<file path="src/rtl/blade_ignition_ctrl.sv">
// Blade ignition/retraction controller: length ramp FSM and emitter colour drive.
// Optional `BLADE_FLICKER_EN adds an LFSR-driven flicker while the blade is lit.
module blade_ignition_ctrl #(
  parameter int unsigned STEP       = 8,
  parameter int unsigned WARN_SHIFT = 1
) (
  input  logic       clk,
  input  logic       rst,
  input  logic       on,
  input  logic [1:0] len_in,
  input  logic [5:0] len_dec,
  input  logic [7:0] r_in,
  input  logic [7:0] g_in,
  input  logic [7:0] b_in,
  input  logic [7:0] power_level,
  input  logic       power_warn,
  output logic [8:0] blade_len,
  output logic [7:0] r_out,
  output logic [7:0] g_out,
  output logic [7:0] b_out,
  output logic [1:0] state,
  output logic       lit
);

  typedef enum logic [1:0] {
    OFF     = 2'd0,
    IGNITE  = 2'd1,
    LIT     = 2'd2,
    RETRACT = 2'd3
  } st_t;

  st_t        st;
  logic [8:0] tgt;
  logic       go;
  logic [9:0] up;
  logic [9:0] dn_lim;
  logic [8:0] toward;
  logic [8:0] shrunk;
  logic [8:0] nlen;
  logic [7:0] lfsr;
  logic       flick;

  assign tgt    = 9'(len_in) * 9'd100 + 9'(len_dec);
  assign go     = on && (power_level != 8'd0) && (tgt != 9'd0);
  assign up     = {1'b0, blade_len} + 10'(STEP);
  assign dn_lim = {1'b0, tgt} + 10'(STEP);

  // Step toward the live target, landing exactly on it.
  always_comb begin
    toward = tgt;
    if (blade_len < tgt) begin
      if (up < {1'b0, tgt}) toward = up[8:0];
    end else if ({1'b0, blade_len} > dn_lim) begin
      toward = blade_len - 9'(STEP);
    end
  end

  assign shrunk = (blade_len >= 9'(STEP)) ? blade_len - 9'(STEP) : 9'd0;

  always_comb begin
    nlen = blade_len;
    unique case (st)
      OFF:         nlen = 9'd0;
      IGNITE, LIT: nlen = go ? toward : blade_len;
      RETRACT:     nlen = go ? blade_len : shrunk;
      default:     nlen = 9'd0;
    endcase
  end

`ifdef BLADE_FLICKER_EN
  always_ff @(posedge clk) begin
    if (rst) lfsr <= 8'hA5;
    else if (st == LIT)
      lfsr <= {lfsr[6:0], lfsr[7] ^ lfsr[5] ^ lfsr[4] ^ lfsr[3]};
  end
  assign flick = lfsr[0];
`else
  assign lfsr  = 8'h00;
  assign flick = 1'b0;
`endif

  function automatic logic [7:0] paint(
    input logic [8:0] len,
    input logic [7:0] c,
    input logic       warn,
    input logic       fl
  );
    logic [7:0] v;
    v = warn ? (c >> WARN_SHIFT) : c;
    if (fl) v = v - (v >> 3);
    return (len == 9'd0) ? 8'd0 : v;
  endfunction

  always_ff @(posedge clk) begin
    if (rst) begin
      st        <= OFF;
      blade_len <= 9'd0;
      r_out     <= 8'd0;
      g_out     <= 8'd0;
      b_out     <= 8'd0;
    end else begin
      blade_len <= nlen;
      r_out     <= paint(nlen, r_in, power_warn, flick);
      g_out     <= paint(nlen, g_in, power_warn, flick);
      b_out     <= paint(nlen, b_in, power_warn, flick);
      unique case (st)
        OFF:     if (go) st <= IGNITE;
        IGNITE: begin
          if (!go) st <= RETRACT;
          else if (nlen == tgt) st <= LIT;
        end
        LIT:     if (!go) st <= RETRACT;
        RETRACT: begin
          if (go) st <= IGNITE;
          else if (nlen == 9'd0) st <= OFF;
        end
        default: st <= OFF;
      endcase
    end
  end

  assign state = st;
  assign lit   = (st == LIT);

  logic unused;
  assign unused = ^lfsr[7:1];

endmodule

</file>
<file path="config.mk">
export PLATFORM = sky130hd
export DESIGN_NAME = blade_ignition_ctrl
export DESIGN_NICKNAME = d
export VERILOG_FILES = /design/src/rtl/blade_ignition_ctrl.sv
export SDC_FILE = /design/constraint.sdc
export NUM_CORES = 1
export LEC_CHECK = 0
export CORE_ASPECT_RATIO = 1.5
export CORE_MARGIN = 2
export CORE_UTILIZATION = 30
export CTS_BUF_LIST = sky130_fd_sc_hd__clkbuf_8 sky130_fd_sc_hd__clkbuf_16
export CTS_CLUSTER_SIZE = 25
export DETAILED_ROUTE_END_ITERATION = 16
export GPL_TIMING_DRIVEN = 0
export MAX_ROUTING_LAYER = met4
export PLACE_DENSITY_LB_ADDON = 0.05
export SLEW_MARGIN = 0
export SYNTH_ARGS = -nofsm -noshare
export SYNTH_HDL_FRONTEND = slang
export SYNTH_SLANG_ARGS = --single-unit
</file>
<file path="constraint.sdc">
create_clock -name clk -period 8.45 [get_ports clk]
set_input_delay 2.535 -clock clk [delete_from_list [all_inputs] [get_ports clk]]
set_output_delay 2.535 -clock clk [all_outputs]
set_load 0.02 [all_outputs]
</file>
# After elaboration in Yosys (flattened, before gate mapping)
# Cells that the tools add are included.
[totals]
reg_bits = 35
elab_cells = 52
inputBits = 44
[op_classes]
order_cmp = 4
muxes = 17
n_addsub = 4
n_reduce_logical = 10
multipliers = 1
n_eq_ne = 8
[op_table]
columns = ["cell", "n"]
rows = [
  ["$mux W9", 6],
  ["$pmux W9 S3", 1],
  ["$mux W7", 3],
  ["$add A9 B4 Y10 const B", 2],
  ["$mux W2", 6],
  ["$gt A9 B10 Y1", 1],
  ["$lt A10 B9 Y1", 1],
  ["$add A9 B6 Y9", 1],
  ["$eq A9 B9 Y1", 1],
  ["$ge A9 B4 Y1 const B", 1],
  ["$logic_not A9 Y1", 1],
  ["$lt A9 B9 Y1", 1],
  ["$reduce_bool A9 Y1", 1],
  ["$sub A9 B4 Y9 const B", 1],
  ["$pmux W2 S4", 1],
  ["$reduce_bool A8 Y1", 1],
  ["$mul A2 B5 Y7 const B", 1],
  ["$ne A3 B3 Y1 const B", 2],
  ["$eq A2 B2 Y1 const B", 2],
  ["$ne A2 B2 Y1 const B", 2],
  ["$reduce_and A4 Y1", 1],
  ["$reduce_or A2 Y1", 2],
  ["$reduce_or A3 Y1", 1],
  ["$eq A2 B1 Y1 const B", 1],
  ["2 further kinds", 3],
]

# Logic depth before layout (Yosys ltp)
# Gate-level depths: netlist of run 1.
[logic_depth]
depth_word = 12
depth_mapped = 20
depth_no_buf = 20

# Worst setup path after synthesis of run 1
# OpenSTA, ideal clock, no wires.
[synth_path]
path_kind = "input-to-reg"
from = "input port len_in[0]"
to = "register st[0], in the netlist state[0]"
path_stages = 19
t_arrival_ns = 6.746
setup_time_ns = 0.121
path_slack_ns = 1.583
path_cell_list = "ha_1 inv_1 fa_1 xor2_2 inv_1 ha_1 inv_1 xnor2_1 ha_1 a211o_1 o21ai_0 a21o_1 nor3_2 or3_1 a221o_1 or4b_1 nor3_2 o211a_4 mux2_4"
[synth_between]
elab_chain_cells = 11
elab_cells_between_ends = 24
cone_classes = "add/sub: 2; mul: 1; order compare: 3; eq/ne: 5; mux: 9; reduce/logical: 4"
[synth_rtl]
columns = ["item", "line_no", "text"]
rows = [
  ["start, declared", "10", "input logic [1:0] len_in,"],
  ["$mul A2 B5 Y7 (*)", "43", "assign tgt = 9'(len_in) * 9'd100 + 9'(len_dec);"],
  ["$add A9 B6 Y9 (*)", "43", ""],
  ["$add A9 B4 Y10", "46", "assign dn_lim = {1'b0, tgt} + 10'(STEP);"],
  ["$gt A9 B10 Y1", "53", "end else if ({1'b0, blade_len} > dn_lim) begin"],
  ["$mux W9", "53", ""],
  ["$mux W9", "51", "if (blade_len < tgt) begin"],
  ["$mux W9", "64", "IGNITE, LIT: nlen = go ? toward : blade_len;"],
  ["$pmux W9 S3", "62", "unique case (st)"],
  ["$eq A9 B9 Y1 / $logic_not A9 Y1 (equally long branches)", "110, 115", ""],
  ["$ne A3 B3 Y1 (no line)", "--", ""],
  ["$reduce_and A4 Y1 (no line)", "--", ""],
  ["end signal, assigned", "109", "if (!go) st <= RETRACT;"],
  ["end signal, assigned", "110", "else if (nlen == tgt) st <= LIT;"],
  ["end signal, assigned", "112", "LIT: if (!go) st <= RETRACT;"],
  ["end, declared", "32", "st_t st;"],
]
# Mark *: on every way between the ends. The rest lies on a longest branch, timed or not.
# A chain may end at the register's enable or synchronous reset.

# Worst setup path in the final report of run 1
# Ends and elaborated chain as after synthesis.

==> results of run 1 <==
[cell type report]
type                            instances  area (µm²)
Fill cell                            1191        6530
Multi-Input combinational cell        347        2480
Timing Repair Buffer                   76         761
Sequential cell                        35         701
Tap cell                              147         184
Clock buffer                            7         153
Inverter                               25        93.8
Buffer                                 18        85.1
Clock inverter                          1        3.75
[state kept, by name, summed over array words and instances (netlist names)]
| register | count |
|---|---|
| blade_len | 9 |
| r_out | 8 |
| b_out | 8 |
| state | 2 |
| g_out | 8 |
[critical path, delay by kind of cell]
kind | cells | cell delay, ns
buf+inv | 3 | 0.69
xor+xnor | 2 | 0.56
compound gates | 7 | 2.16
simple gates | 4 | 0.78
fa+ha+maj | 4 | 1.17
mux | 1 | 0.29
[per-layer routing]
metal,global-route usage (%),part of all wire (%),vias to the layer above
met4,10.2,4.0,0
met5,-,0,-
met3,1.36,3.8,29
li1,-,-,1737
met1,22.0,39,1646
met2,37.6,54,134
[how the worst max path moves through the flow]
| stage | startpoint | end | slack [ns] | depth (start not counted) |
|---|---|---|---|---|
| after floorplan | len_in[0] | state[0]$_SDFFE_PP0P_ | 1.58 | 19 |
| after global placement | len_in[0] | state[0]$_SDFFE_PP0P_ | 0.16 | 21 |
| after detailed placement | len_in[0] | state[0]$_SDFFE_PP0P_ | 0.19 | 21 |
| after CTS | len_in[0] | state[0]$_SDFFE_PP0P_ | 0.43 | 21 |
| after global routing | len_in[0] | state[0]$_SDFFE_PP0P_ | 0.07 | 21 |
| final | len_in[0] | state[0]$_SDFFE_PP0P_ | 0.41 | 21 |
[logic make-up (layout without fill, tap and decap cells)]
group           Yosys count  after routing
simple gates            159            159
xor+xnor                 13             13
compound gates          113            113
buf+inv                  43            127
flops                    35             35
fa+ha+maj                34             34
mux                      28             28
[per-stage QoR]
step | setup WS [ns] | std cells | area [µm²]
floorplan | 1.58 | 425 | 3360
global placement | 0.164 | 648 | 4310
detailed placement | 0.190 | 648 | 4310
CTS | 0.426 | 656 | 4460
global route | 0.0719 | 656 | 4460
finish | 0.409 | 656 | 4460
[cells in the mapped netlist, types with 9 or more instances]
| library cell | instances |
|---|---|
| clkbuf_1 | 10 |
| nor3_1 | 9 |
| a21oi_1 | 22 |
| nand3_1 | 15 |
| nand2_1 | 33 |
| inv_1 | 22 |
| ha_1 | 33 |
| mux2i_1 | 23 |
| nor2_1 | 49 |
| dfxtp_1 | 35 |
| o21ai_0 | 23 |
| xnor2_1 | 9 |
[power by group through the flow]
stage	sequential, W	combinational [W]	clock [W]
2_1_floorplan	0.000251	0.000259	0
3_3_place_gp	0.000217	0.000470	0
3_5_place_dp	0.000218	0.000469	0
4_1_cts	0.000215	0.000472	0.000193
5_1_grt	0.000219	0.000516	0.000200
6_report	0.000215	0.000471	0.000188
==> metrics.cfg, run 1 <==
[yosys]
syn_inst = 425
yosys.area.top_type = dfxtp_1
synthArstFlopShare_pct = 0
ys.flop_type = dfxtp_1
synth-adder-area-share_pct = 12.9
synth.area.top_cells = dfxtp_1 (21%), ha_1 (12%), mux2i_1 (6.8%), nor2_1 (5.5%), nand2_1 (3.7%)
yosysSeqAreaShare_pct = 20.8
synth_seq_cells = 35
avgSynthCellArea_um2 = 7.91
synth_top_family_by_area = compound AO/OA/AOI/OAI gates
synth_warnings = 0
synth_xor_area_share_pct = 3.61
synth_nets = 503
netlist.area_leader.share_pct = 20.8
synthMuxAreaShare_pct = 8.63
synth_compound_area_share_pct = 24.9
synth_edf_count = 0
syn_area_um2 = 3360
synth-simple-area-share_pct = 23.9
ys_types = 79

[pwr]
power_frac_comb_pct = 53.9
ir_worst_vdd_mv = 0.114
power.switching_w = 0.000361
seq_power_share_pct = 24.6
p_leak_nw = 1.79
p_int_w = 0.000513
power.total_w = 0.000874
power.density_nw_per_um2 = 196
swShare_pct = 41.3
pwr-share-clk_pct = 21.5

[sta]
rsz0062_at_grt = no
min_period_over_period_pct = 95.2
finalHoldViolCount = 0
setup_viol = 0
slew_violations = 0
relSlewSlack_pct = 54.8
fin_tns_setup_ns = 0
period_needed_ns = 8.04
worstMarginPinSlew_ns = 0.669
worst_hold_slack_ns = 0.516
timing.fmax_ghz = 0.124
skew_ns = 0.00276

[detailed_routing]
routed-via-count = 3546
vias_per_cell = 5.41
drt_iter0_drc = 282
antenna_left = 0
drt_first_pass_iters = 5
detail_route.wl_per_cell_um = 18.1
drc = 0
wirelength_um = 11900

[setup_path]
critPathSlowestCell = a2111oi_0
reg2reg_depth = 15
end_kind = flip-flop
path_max_fanout = 10
path_cells = clkdlybuf4s50_1, ha_1, inv_1, fa_1, xor2_2, inv_1, ha_1, nand3_1, xnor2_1, ha_1, nand3_1, a21oi_1, o21ai_0, a21oi_1, nand3_1, a2111oi_0, a311oi_1, nand4b_1, o311ai_1, o211a_4, mux2_4
r2r-end = state[0]$_SDFFE_PP0P_
required_ns = 8.61
path_class = input port to flip-flop
slowest_delay_ns = 0.62
start_kind = input port
timing.rr.start = blade_len[3]$_SDFF_PP0_
rrSetupSlack_ns = 3.21
crit_arrival_ns = 8.21

[layout]
nets = 586
layout-drive-gt1-share_pct = 7.66
n_antenna_cell = 0
final_cell_mix = clkdlybuf4s50_1 (76), nor2_1 (49), dfxtp_1 (35)
final_util_pct = 40.6
areaGrowthSynthToFinish_pct = 32.8
final_common_cell = clkdlybuf4s50_1

[global_routing]
gr-total-overflow = 0
antenna_found_initial = 0
grt_pass1_wl_um = 18900
grt_max_degree = 12
grt_util_all_layers_pct = 20.4
grt_pass1_vias = 3627

[cts]
cts_made_buffers = 5
htree_levels = 2
clkTransAtPathRegs_ns = 0.05
cts_buffer_depth = 2
post_cts_resized = 0
clock_sink_count = 35
root_buffer = clkbuf_16
tritoncts = done
cts_setup_buffers = 0
clock_latency_ns = 0.28
cts_hold_buf = 0

[place]
gp_congestion = 0.969
post-dp-hpwl_um = 9570
io_buffers = 76

[min_path]
min_from = state[1]$_SDFFE_PP0P_
hp-class = flip-flop to flip-flop
hold-path-endpoint = state[1]$_SDFFE_PP0P_
holdPathStages = 2

[job]
drv_cap = 0

[floorplanning]
dieHeight_um = 134
num_io_pins = 80
die_area_um2 = 12100
initial_core_util_pct = 30.6
die_w_um = 90.4
rows = 47
coreArea_um2 = 11000

[run_status]
status = complete, no violations

No activity file was read; power rests on OpenSTA's default activity.
==> run 2, diff against run 1 <==
- SLEW_MARGIN: 0 -> not set
==> results of run 2 <==
No change in the layout: final DEF, timing and power equal those of run 1.
==> run 3, diff against run 2 <==
- GPL_TIMING_DRIVEN: 0 -> not set
==> run 3 against run 2 <==
- critical endpoint unchanged
- design area decreased by 1.0%
- critical path depth decreased by 2
- clock power decreased by 11%
- combinational power about the same
- worst hold slack improved by 0.0064 ns
- setup slack improved by 0.26 ns
- sequential share of layout area increased by 0.16 points
- flip-flop and latch count unchanged
- highest routed layer unchanged
- non-clock buffer count decreased by 10
==> metrics.cfg, run 3 (synthesis results as in run 1) <==
[place]
io_buffers = 79
post-dp-hpwl_um = 9480
gp_congestion = 0.974

[sta]
finalHoldViolCount = 0
skew_ns = 0.00403
fin_tns_setup_ns = 0
slew_violations = 0
setup_viol = 0
min_period_over_period_pct = 92.1
period_needed_ns = 7.78
worstMarginPinSlew_ns = 0.832
rsz0062_at_grt = no
relSlewSlack_pct = 44.4
timing.fmax_ghz = 0.129

[detailed_routing]
drc = 0
drt_first_pass_iters = 4
detail_route.wl_per_cell_um = 18.3
routed-via-count = 3500
drt_iter0_drc = 232
antenna_left = 0
vias_per_cell = 5.43
wirelength_um = 11800

[cts]
root_buffer = clkbuf_16
post_cts_resized = 0
clkTransAtPathRegs_ns = 0.05
tritoncts = done
cts_made_buffers = 5
htree_levels = 2
cts_hold_buf = 0
cts_buffer_depth = 2
cts_setup_buffers = 0
clock_sink_count = 35
clock_latency_ns = 0.28

[setup_path]
path_cells = clkdlybuf4s50_1, ha_1, inv_1, fa_1, nand4b_1, a21o_1, nand2_1, inv_2, ha_1, nor3_1, nand2b_1, o211ai_2, nand2b_1, a2111oi_0, a311oi_1, nand4b_1, o311ai_1, o211a_4, mux2_4
reg2reg_depth = 14
end_kind = flip-flop
crit_arrival_ns = 7.94
path_max_fanout = 9
slowest_delay_ns = 0.58
path_class = input port to flip-flop
critPathSlowestCell = a2111oi_0
required_ns = 8.62
start_kind = input port

[pwr]
power.density_nw_per_um2 = 194
ir_worst_vdd_mv = 0.152
p_leak_nw = 1.78

[run_status]
status = complete, no violations

[floorplanning]
initial_core_util_pct = 30.6
rows = 47
die_w_um = 90.4
num_io_pins = 80
die_area_um2 = 12100
dieHeight_um = 134
coreArea_um2 = 11000

[layout]
final_util_pct = 40.2
final_common_cell = clkdlybuf4s50_1
n_antenna_cell = 0
nets = 576
largest_reg_flops = 9
layout-drive-gt1-share_pct = 7.04
final_cell_mix = clkdlybuf4s50_1 (79), nor2_1 (49), dfxtp_1 (35)
fill_cells = 1161
areaGrowthSynthToFinish_pct = 31.4
largest-register = blade_len

[global_routing]
gr-total-overflow = 0
grt_util_all_layers_pct = 19.8
grt_pass1_wl_um = 18100
grt_pass1_vias = 3505
grt_max_degree = 25
antenna_found_initial = 0

[job]
drv_cap = 0

[min_path]
hp-class = flip-flop to flip-flop
holdPathStages = 2

[run 3: changes by cell type in the layout (fill, tap and decap cells not counted), sizes merged]
cell,change
clkbuf,-12
buf,-3
clkdlybuf4s50,+3
[run 3: power breakdown]
| part | switching, W | total [W] | leakage [nW] | internal, W |
|---|---|---|---|---|
| clock | 0.0000625 | 0.000167 | 0.0669 | 0.000105 |
| sequential | 0.0000208 | 0.000216 | 0.284 | 0.000196 |
| combinational | 0.000277 | 0.000474 | 1.42 | 0.000197 |
[run 3: layout make-up]
class                   count  area [µm²]  share of cell area (%)
repair buffers             84         828                    18.7
flip-flops and latches     35         701                    15.9
inverters                  25        93.8                    2.12
multi-input cells         347        2480                    56.2
clock inverters             1        3.75                  0.0850
well taps                 147         184                    4.16
clock buffers               5         125                    2.83
[run 3: metal layers]
layer | global-route usage (%) | wire (µm)
met5 | - | 0
met4 | 12.6 | 614
met3 | 3.28 | 568
met2 | 35.0 | 6140
met1 | 20.3 | 4480
[run 3: metrics by stage]
step / total power (W) / setup slack (ns) / instance area (µm²) / std cells / hold slack [ns]
after floorplan: 0.000510 / 1.58 / 3360 / 425 / 0.572
after global placement: 0.000693 / 0.486 / 4290 / 638 / 0.518
after detailed placement: 0.000694 / 0.404 / 4290 / 638 / 0.523
after CTS: 0.000867 / 0.680 / 4420 / 644 / 0.533
after global routing: 0.000914 / 0.263 / 4420 / 644 / 0.582
final: 0.000857 / 0.672 / 4420 / 644 / 0.522
[run 3: critical path, delay by kind of cell]
family	cells	cell delay [ns]
buffers and inverters	3	0.72
muxes	1	0.29
adders and majority gates	3	0.85
AOI/OAI and AO/OA	6	2.00
and+or+nand+nor	6	1.53
[run 3: final timing paths]
kind / slack (ns) / startpoint / endpoint
worst min-delay path: 0.52 / state[1]$_SDFFE_PP0P_ / state[1]$_SDFFE_PP0P_
worst max-delay path: 0.67 / len_in[0] / state[0]$_SDFFE_PP0P_
worst min register to register: 0.52 / state[1]$_SDFFE_PP0P_ / state[1]$_SDFFE_PP0P_
worst max register to register: 3.64 / blade_len[3]$_SDFF_PP0_ / state[0]$_SDFFE_PP0P_
